--- src/rtl/isa_pkg.sv ---
// ISA definitions shared by the instruction encoder: mnemonics, opcode/extension
// nibbles, shift-immediate k-codes and the encoder FSM state type.
package isa_pkg;

    typedef enum logic [4:0] {
        ADD,  ADDU,  ADDC,  ADDCU,  SUB,  CMP,  CMPU,  AND,
        OR,   XOR,   NOT,   LSH,    RSH,  ALSH, ARSH,  ADDI,
        ADDUI, ADDCI, ADDCUI, SUBI, CMPI, CMPUI, ANDI,  ORI,
        XORI, LSHI,  RSHI,  ALSHI,  ARSHI, LOAD, STOR,  NOP
    } mnem_e;

    // Upper-nibble opcodes
    localparam logic [3:0] OP_RTYPE  = 4'b0000;
    localparam logic [3:0] OP_MEM    = 4'b0100;
    localparam logic [3:0] OP_SHIFT  = 4'b1000;
    localparam logic [3:0] OP_ANDI   = 4'b0001;
    localparam logic [3:0] OP_ORI    = 4'b0010;
    localparam logic [3:0] OP_XORI   = 4'b0011;
    localparam logic [3:0] OP_ADDI   = 4'b0101;
    localparam logic [3:0] OP_ADDUI  = 4'b0110;
    localparam logic [3:0] OP_ADDCI  = 4'b0111;
    localparam logic [3:0] OP_SUBI   = 4'b1001;
    localparam logic [3:0] OP_ADDCUI = 4'b1010;
    localparam logic [3:0] OP_CMPI   = 4'b1011;
    localparam logic [3:0] OP_CMPUI  = 4'b1100;

    // Extension nibbles for register-register forms (op 0000)
    localparam logic [3:0] EXT_AND   = 4'b0001;
    localparam logic [3:0] EXT_OR    = 4'b0010;
    localparam logic [3:0] EXT_XOR   = 4'b0011;
    localparam logic [3:0] EXT_ADDCU = 4'b0100;
    localparam logic [3:0] EXT_ADD   = 4'b0101;
    localparam logic [3:0] EXT_ADDU  = 4'b0110;
    localparam logic [3:0] EXT_ADDC  = 4'b0111;
    localparam logic [3:0] EXT_SUB   = 4'b1001;
    localparam logic [3:0] EXT_CMP   = 4'b1011;
    localparam logic [3:0] EXT_CMPU  = 4'b1100;
    localparam logic [3:0] EXT_NOT   = 4'b1111;

    // Register shifts (op 1000); chosen to avoid the shift-immediate k ranges
    localparam logic [3:0] EXT_LSH   = 4'b0100;
    localparam logic [3:0] EXT_RSH   = 4'b0101;
    localparam logic [3:0] EXT_ALSH  = 4'b0110;
    localparam logic [3:0] EXT_ARSH  = 4'b0111;

    // Memory forms (op 0100)
    localparam logic [3:0] EXT_LOAD  = 4'b0000;
    localparam logic [3:0] EXT_STOR  = 4'b0100;

    // Shift-immediate k-codes in bits [7:5]
    localparam logic [2:0] K_LSHI    = 3'b000;
    localparam logic [2:0] K_RSHI    = 3'b001;
    localparam logic [2:0] K_ALSHI   = 3'b100;
    localparam logic [2:0] K_ARSHI   = 3'b101;

    typedef enum logic [1:0] {
        S_IDLE,
        S_RUN,
        S_DONE
    } enc_state_e;

endpackage

--- src/rtl/instr_encode_core.sv ---
// Combinational packer: one symbolic instruction -> 16-bit instruction word,
// flagging shift immediates outside -16..15 as illegal.
module instr_encode_core
    import isa_pkg::*;
(
    input  logic [4:0]  mnem_i,
    input  logic [3:0]  rdest_i,
    input  logic [3:0]  rsrc_i,
    input  logic [7:0]  imm_i,
    output logic [15:0] word_o,
    output logic        illegal_o
);

    mnem_e      m;
    logic       shamt_ok;
    logic [3:0] ext;
    logic [3:0] op;
    logic [2:0] k;

    assign shamt_ok = (imm_i[7:5] == {3{imm_i[4]}});

    always_comb begin
        m         = mnem_e'(mnem_i);
        word_o    = '0;
        illegal_o = 1'b0;
        ext       = '0;
        op        = '0;
        k         = '0;
        unique case (m)
            ADD, ADDU, ADDC, ADDCU, SUB, CMP, CMPU, AND, OR, XOR, NOT: begin
                unique case (m)
                    ADD:     ext = EXT_ADD;
                    ADDU:    ext = EXT_ADDU;
                    ADDC:    ext = EXT_ADDC;
                    ADDCU:   ext = EXT_ADDCU;
                    SUB:     ext = EXT_SUB;
                    CMP:     ext = EXT_CMP;
                    CMPU:    ext = EXT_CMPU;
                    AND:     ext = EXT_AND;
                    OR:      ext = EXT_OR;
                    XOR:     ext = EXT_XOR;
                    default: ext = EXT_NOT;
                endcase
                word_o = {OP_RTYPE, rdest_i, ext, rsrc_i};
            end
            LSH, RSH, ALSH, ARSH: begin
                unique case (m)
                    LSH:     ext = EXT_LSH;
                    RSH:     ext = EXT_RSH;
                    ALSH:    ext = EXT_ALSH;
                    default: ext = EXT_ARSH;
                endcase
                word_o = {OP_SHIFT, rdest_i, ext, rsrc_i};
            end
            ADDI, ADDUI, ADDCI, ADDCUI, SUBI, CMPI, CMPUI, ANDI, ORI, XORI: begin
                unique case (m)
                    ADDI:    op = OP_ADDI;
                    ADDUI:   op = OP_ADDUI;
                    ADDCI:   op = OP_ADDCI;
                    ADDCUI:  op = OP_ADDCUI;
                    SUBI:    op = OP_SUBI;
                    CMPI:    op = OP_CMPI;
                    CMPUI:   op = OP_CMPUI;
                    ANDI:    op = OP_ANDI;
                    ORI:     op = OP_ORI;
                    default: op = OP_XORI;
                endcase
                word_o = {op, rdest_i, imm_i};
            end
            LSHI, RSHI, ALSHI, ARSHI: begin
                unique case (m)
                    LSHI:    k = K_LSHI;
                    RSHI:    k = K_RSHI;
                    ALSHI:   k = K_ALSHI;
                    default: k = K_ARSHI;
                endcase
                word_o    = {OP_SHIFT, rdest_i, k, imm_i[4:0]};
                illegal_o = !shamt_ok;
            end
            LOAD:    word_o = {OP_MEM, rdest_i, EXT_LOAD, rsrc_i};
            STOR:    word_o = {OP_MEM, rdest_i, EXT_STOR, rsrc_i};
            default: word_o = '0;
        endcase
    end

endmodule

--- src/rtl/instr_encoder.sv ---
// Program-image builder: accepts symbolic instructions over a valid/ready
// handshake and streams encoded words into BRAM with an auto-incrementing address.
module instr_encoder #(
    parameter int ADDR_W    = 10,
    parameter int BASE_ADDR = 0,
    parameter int DEPTH     = 1024
) (
    input  logic              clk,
    input  logic              reset,
    input  logic              start,
    input  logic              in_valid,
    output logic              in_ready,
    input  logic              in_last,
    input  logic [4:0]        mnem,
    input  logic [3:0]        rdest,
    input  logic [3:0]        rsrc,
    input  logic [7:0]        imm,
    output logic              mem_we,
    output logic [ADDR_W-1:0] mem_addr,
    output logic [15:0]       mem_din,
    output logic              busy,
    output logic              done,
    output logic              err_imm,
    output logic              full,
    output logic [ADDR_W:0]   word_count
);

    import isa_pkg::*;

    localparam logic [ADDR_W-1:0] BASE    = ADDR_W'(BASE_ADDR);
    localparam logic [ADDR_W:0]   DEPTH_W = (ADDR_W + 1)'(DEPTH);

    enc_state_e        state_q, state_d;
    logic [ADDR_W-1:0] ptr_q, ptr_d;
    logic [ADDR_W:0]   count_q, count_d, count_inc;
    logic              err_q, err_d;
    logic              full_q, full_d;
    logic              we_q, we_d;
    logic [ADDR_W-1:0] addr_q, addr_d;
    logic [15:0]       din_q, din_d;
    logic              done_q, done_d;
    logic [15:0]       word;
    logic              illegal;
    logic              accept;
    logic              finish;

    instr_encode_core u_core (
        .mnem_i    (mnem),
        .rdest_i   (rdest),
        .rsrc_i    (rsrc),
        .imm_i     (imm),
        .word_o    (word),
        .illegal_o (illegal)
    );

    assign accept    = (state_q == S_RUN) && !full_q && in_valid;
    assign count_inc = count_q + 1'b1;

    always_comb begin
        state_d = state_q;
        ptr_d   = ptr_q;
        count_d = count_q;
        err_d   = err_q;
        full_d  = full_q;
        we_d    = 1'b0;
        addr_d  = addr_q;
        din_d   = din_q;
        done_d  = 1'b0;
        finish  = 1'b0;
        unique case (state_q)
            S_IDLE, S_DONE: begin
                if (start) begin
                    state_d = S_RUN;
                    ptr_d   = BASE;
                    count_d = '0;
                    err_d   = 1'b0;
                    full_d  = 1'b0;
                end
            end
            S_RUN: begin
                if (accept) begin
                    finish = in_last;
                    if (illegal) begin
                        err_d = 1'b1;
                    end else begin
                        // Write, pointer and count all land on the same edge
                        we_d    = 1'b1;
                        addr_d  = ptr_q;
                        din_d   = word;
                        ptr_d   = ptr_q + 1'b1;
                        count_d = count_inc;
                        if (count_inc == DEPTH_W) begin
                            full_d = 1'b1;
                            finish = 1'b1;
                        end
                    end
                    if (finish) begin
                        state_d = S_DONE;
                        done_d  = 1'b1;
                    end
                end
            end
            default: state_d = S_IDLE;
        endcase
    end

    always_ff @(posedge clk or posedge reset) begin
        if (reset) begin
            state_q <= S_IDLE;
            ptr_q   <= BASE;
            count_q <= '0;
            err_q   <= 1'b0;
            full_q  <= 1'b0;
            we_q    <= 1'b0;
            addr_q  <= BASE;
            din_q   <= '0;
            done_q  <= 1'b0;
        end else begin
            state_q <= state_d;
            ptr_q   <= ptr_d;
            count_q <= count_d;
            err_q   <= err_d;
            full_q  <= full_d;
            we_q    <= we_d;
            addr_q  <= addr_d;
            din_q   <= din_d;
            done_q  <= done_d;
        end
    end

    assign in_ready   = (state_q == S_RUN) && !full_q;
    assign busy       = (state_q == S_RUN);
    assign done       = done_q;
    assign err_imm    = err_q;
    assign full       = full_q;
    assign word_count = count_q;
    assign mem_we     = we_q;
    assign mem_addr   = addr_q;
    assign mem_din    = din_q;

endmodule
--- config.mk ---
export PLATFORM = sky130hd
export DESIGN_NAME = instr_encoder
export DESIGN_NICKNAME = d
export VERILOG_FILES = /design/src/rtl/isa_pkg.sv /design/src/rtl/instr_encode_core.sv /design/src/rtl/instr_encoder.sv
export SDC_FILE = /design/constraint.sdc
export NUM_CORES = 1
export LEC_CHECK = 0
export CELL_PAD_IN_SITES_DETAIL_PLACEMENT = 0
export CELL_PAD_IN_SITES_GLOBAL_PLACEMENT = 1
export CORE_ASPECT_RATIO = 1.5
export CORE_MARGIN = 3
export CORE_UTILIZATION = 35
export DETAILED_ROUTE_END_ITERATION = 7
export GPL_ROUTABILITY_DRIVEN = 1
export PLACE_DENSITY = 0.75
export SLEW_MARGIN = 25
export SYNTH_ARGS = -nofsm -noshare
export SYNTH_HDL_FRONTEND = slang
export SYNTH_HIERARCHICAL = 1
export SYNTH_SLANG_ARGS = --single-unit
--- constraint.sdc ---
create_clock -name clk -period 4.5 [get_ports clk]
set_input_delay 0.9 -clock clk [delete_from_list [all_inputs] [get_ports clk]]
set_output_delay 0.9 -clock clk [all_outputs]
set_load 0.05 [all_outputs]
# Word-level counts from Yosys, hierarchy flattened
# Memory sizes are Yosys's and may differ from the RTL's.
# Index checks and enable logic that the tools add are counted.
# word_totals
elab_cells	106
n_memories	2
ff_bits	53
input_bits	26
rom_bits	192
output_inout_bits	43
# op_classes
add_sub_neg	2
bitwise_logic	1
eq_ne	40
muxes	35
reduce_logical	17
# mem_list
name	words	word_bits	read_ports	rd_clocked_by_memory_dff	write_ports	line_no	source
(no name shown)	32	4	1	0	0	instr_encode_core.sv:56	unique case (m)
(no name shown)	16	4	1	0	0	instr_encode_core.sv:31	unique case (m)
# ops
cell	n
16-bit one-hot mux with 6 select lines	1
5-bit equality test, second input constant	15
5-bit by 4-bit equality test with 1-bit output, second input constant	8
11-bit 2-to-1 mux	3
10-bit 2-to-1 mux	3
11-bit one-hot mux with 2 select lines	1
5-bit by 3-bit equality test with 1-bit output, second input constant	4
10-bit one-hot mux with 2 select lines	1
1-bit 2-to-1 mux	17
11-bit by 1-bit adder with 11-bit output, second input constant	1
11-bit equality test, second input constant	1
11-bit OR reduction	1
10-bit by 1-bit adder with 10-bit output, second input constant	1
5-bit by 2-bit equality test with 1-bit output, second input constant	2
10-bit OR reduction	1
3-bit one-hot mux with 3 select lines	1
2-bit by 1-bit inequality test with 1-bit output, second input constant	4
4-bit AND reduction	2
4-bit OR reduction	2
2-bit 2-to-1 mux	3
2-bit one-hot mux with 3 select lines	1
3-bit AND reduction	2
5-bit by 1-bit equality test with 1-bit output, second input constant	1
5-bit logical NOT	1
other kinds (14)	18

# Depth between registers and ports, before layout
# depth
depth_word	9
mapped_depth	13
depth_no_buf	11

# Modules after synthesis
# The synthesis kept the hierarchy.
# modules_own_cells
mod	area_per_inst_um2	seq_area_each_um2	cells_per_inst	n_inst
instr_encoder	2433.6	1326.3	272	1
instr_encode_core	661.9	0.0	92	1

# Worst setup path before layout
# No wires, ideal clock.
# synth_path
path_type	input to register
from	in mnem[2]
to	reg count_q[3], in the netlist word_count[3]
setup_time_ps	121
slack_ps	1745
n_path_buf	3
stages	12
required_ps	4379
arrival_ps	2634
cell_sequence	buf_2 > buf_2 > inv_1 > nand2_1 > nand4_1 > nor3_1 > inv_2 > nand2_2 > inv_2 > buf_2 > a21o_1 > a22o_1
# synth_between
elab_chain_len	5
word_cells_on_any_way	8
cone_classes	eq/ne: 5; mux: 1; reduce/logical: 2
# synth_lines
item	line_no	source
from (decl)	instr_encoder.sv:14	input logic [4:0] mnem,
5-bit equality test	instr_encode_core.sv:29	unique case (m)
4-bit OR reduction *	instr_encode_core.sv:29	
1-bit 2-to-1 mux *	instr_encode_core.sv:29	
named net illegal	instr_encoder.sv:43	logic illegal;
2-bit inequality test (no source line) *	--	
4-bit AND reduction (no source line) *	--	
to (signal assigned)	instr_encoder.sv:121	count_q <= count_d;
to (decl)	instr_encoder.sv:35	logic [ADDR_W:0] count_q, count_d, count_inc;
# The timed path passes the listed nets; every way through them passes the cells marked *.
# A chain may end at the register's enable or synchronous reset.

# Final worst setup path
# layout_path
from	in mnem[0]
to	reg ptr_q[4]
# layout_between
elab_chain_len	5
word_cells_on_any_way	8
cone_classes	eq/ne: 5; mux: 1; reduce/logical: 2
# layout_lines
item	line_no	source
5-bit equality test	instr_encode_core.sv:29	
4-bit OR reduction *	instr_encode_core.sv:29	
1-bit 2-to-1 mux *	instr_encode_core.sv:29	
named net illegal	instr_encoder.sv:43	
2-bit inequality test (no source line) *	--	
4-bit AND reduction (no source line) *	--	
to (signal assigned)	instr_encoder.sv:120	ptr_q <= ptr_d;
to (decl)	instr_encoder.sv:34	logic [ADDR_W-1:0] ptr_q, ptr_d;
# Marked as above.

==> summary.txt <==
Drt
  – Post-route ant nets: 0
  – Remaining DRCs: 0
  – 1st-pass router iterations: 4
  – WL final: 8480 um
  – Vias per Instance: approximately 5.3
  – Initial DRC Count: 191
  – Drt wl/cell: about 16 um
  – Via Count: around 2800

Final layout
  – ANT cells: 0
  – Most frequent cells in the layout: nand2_1, clkdlybuf4s50_1, dfrtp_1
  – Leading cell type in the layout, fill and taps excluded: nand2_1
  – Layout cells sized above 1: under 10%
  – Final Cell Area: 0.00403 sq mm
  – Post-Route Utilization: 47.3%
  – Fillcell total: roughly 900
  – P&R area growth vs syn: 30.2%
  – Nets: roughly 460

STA
  – Fin crit share: 84.2%
  – FMAX: around 260 MHz
  – Final setup viols: 0
  – Fin Hold WS: 0.472 ns
  – RSZ-0062 raised after global routing: false
  – Worst Skew: between 0.007 and 0.008 ns
  – Setup TNS: 0 ns
  – Tmin final: 3.79 ns
  – Final Hold Fails: 0
  – Max_slew headroom: between 40% and 50%
  – Measured slew at the worst slew-check pin: approximately 0.84 ns
  – Final slew viol count: 0

Power
  – Max IR drop VDD: 214 uV
  – Cell Pwr Density: 504 mW/mm^2
  – Lkg Pwr: approximately 1.8 nW

Yosys
  – Post-Syn Instances: about 360
  – Yosys warning count: 6
  – Sequential fraction of the synthesis area: between 40% and 50%
  – EDFF count, synth: 0
  – Yosys reg bits: between 50 and 60
  – Syn_nets: approximately 400
  – Post-Synthesis Cell Area: between 0.003 and 0.004 sq mm
  – Syn_area_per_cell: between 8 and 9 sq um
  – Ys flop type: dfrtp_1
  – Post-synth cell types: 63
  – Asr flop ratio synth: between 90% and 100%

Global route
  – Total grt overflow: 0
  – Initial antenna violation count: 0
  – Wire length of the first global-routing pass: between 10000 and 15000 um
  – Gr usage total: a little under a fifth
  – Largest net degree at the start of global routing: between 40 and 50
  – Number of global-route vias before repair: 2745

Clocking
  – Clock transition at the registers of the reported paths: roughly 0.07 ns
  – CTS tree: yes
  – Clk sinks: 53
  – CTS buffer count: 5
  – Root buffer cell: clkbuf_16
  – Clock buffer depth: 2
  – Clk_lat worst skew: just under 0.3 ns
  – Cts hold-fix bufs: 0
  – H-tree levels: 2
  – Postcts setup bufs: 0
  – Post-cts repair resize count: 0

Worst setup path
  – Critical path buffer and inverter count: 5
  – Critical path's top delay family: simple AND/OR/NAND/NOR gates
  – WP data arrival: 4.00 ns
  – Critical Path RT: around 4.7 ns
  – Critical path's slowest cell: clkdlybuf4s50_1
  – CP max stage delay: 0.51 ns
  – Internal reg-to-reg setup slack: between 2 and 2.5 ns
  – Element type at the critical path start: input pin
  – Critical path endpoint category: flop
  – WS Path Type: input pin to flop
  – CP Max Fanout: 30
  – CP Cell Sequence: clkdlybuf4s50_1, inv_1, ha_1, nor3_1, nand2_1, nand4_1, nor3_1, inv_2, nand2_2, inv_2, buf_4, nand4_1, mux2i_1

Floorplan
  – Core area: 0.00852 sq mm
  – Chip width: ~83 um
  – Die area: roughly 0.010 sq mm
  – Die H: between 100 and 150 um
  – Rows: between 40 and 50
  – IO Count: 69
  – Starting Density: a little over a third

Place
  – Placed inst area: ~0.0039 sq mm
  – Port-buffer cells: approximately 70
  – Post-DP HPWL: about 6200 um
  – GPL Wtd Cong: 0.886

Worst hold path
  – Hold Crit Class: flop to flop

Flow run
  – Maxcap violations: 0

Status
  – Outcome: finished, final reports clean
worst paths after layout:
check                                     endpoint  cells after the start                    start
hold reg to reg            mem_din[12]$_DFFE_PP0P_                      2  mem_din[12]$_DFFE_PP0P_
setup reg to reg              ptr_q[4]$_DFFE_PP0P_                      6         full$_DFFE_PP0P_
min in group asynchronous  mem_din[12]$_DFFE_PP0P_                      2                    reset
setup / recovery              ptr_q[4]$_DFFE_PP0P_                     13                  mnem[0]
hold / removal             mem_din[12]$_DFFE_PP0P_                      2  mem_din[12]$_DFFE_PP0P_
max in group asynchronous     ptr_q[2]$_DFFE_PP0P_                      3                    reset
logic make-up after synthesis:
group                    share of synthesized area [%]
multiplexers                                      1.70
XOR/XNOR                                         0.849
adder cells (fa/ha/maj)                           3.23
buffers and inverters                             4.49
flip-flops                                        42.8
AO/OA/AOI/OAI                                     18.4
AND/OR/NAND/NOR                                   28.5
routing by layer:
metal	routed length, um	vias to the layer above	track usage [%]	share of wire, %
met2	4720	60	33.3	56
met5	0	-	0	0
met1	3370	1369	21.3	40
li1	-	1405	-	-
met3	237	8	2.60	2.8
met4	153	0	6.34	1.8
metrics by stage:
stage | worst slack (ns) | total power, mW | cells
finish | 0.713 | 2.03 | 535
CTS | 0.740 | 2.06 | 535
global route | 0.423 | 2.15 | 535
floorplan | 1.75 | 1.29 | 364
global placement | 0.614 | 1.62 | 528
detailed placement | 0.429 | 1.62 | 528
state kept, by name (all words and copies together) (netlist names):
name and count:
word_count 11, ptr_q 10, err_imm 1, mem_addr 10, full 1, state_q 2
mem_din 16, mem_we 1, done 1
layout make-up:
type                       count  area [sq um]  share of cell area, %
multi-input combinational    281          1630                   40.5
timing repair buffer          75           733                   18.2
tap                          107           134                   3.32
clock inverter                 2          35.0                  0.869
inverter                      12          46.3                   1.15
sequential                    53          1330                   32.9
clock buffer                   5           125                   3.10
Yosys cell counts (2+ instances only):
cell,number,area share (%)
nor2_1,12,1.5
nor2b_1,5,1.0
o21ai_1,7,1.1
ha_1,8,3.2
nand2_1,107,13
o21a_1,7,1.7
inv_2,2,0.24
buf_2,8,1.3
and2_1,6,1.2
nand2b_1,5,1.0
dfrtp_1,53,43
nand3_1,9,1.5
a21boi_0,2,0.48
and3_1,5,1.0
mux2_2,2,0.73
clkbuf_1,6,0.73
a21oi_1,10,1.6
nor3b_1,2,0.48
inv_1,10,1.2
mux2i_1,3,0.97
o211ai_1,2,0.48
nor3_1,6,0.97
a31oi_1,3,0.61
a21o_1,4,0.97
nor4_1,5,1.0
xnor2_1,2,0.57
o31ai_1,3,0.73
and4_1,2,0.57
a22o_1,6,1.7
buf_4,2,0.48
or3_1,3,0.61
o21ai_0,17,2.7
or4_1,3,0.73
nand4_1,7,1.4
o32ai_1,2,0.57
worst reg2reg max path, cell delays in order, from the launching register on:
cell and delay [ns]:
dfrtp_1 0.44, and4bb_4 0.40, nand2_2 0.24, inv_2 0.22, buf_4 0.35, nand4_1 0.17, mux2i_1 0.15
power by group:
part           switching, mW  total [mW]  internal (mW)
logic                  0.644       0.946          0.302
clock network          0.166       0.424          0.258
registers             0.0796       0.660          0.581
total                  0.889        2.03           1.14
Power figures use the tool's default switching activity.
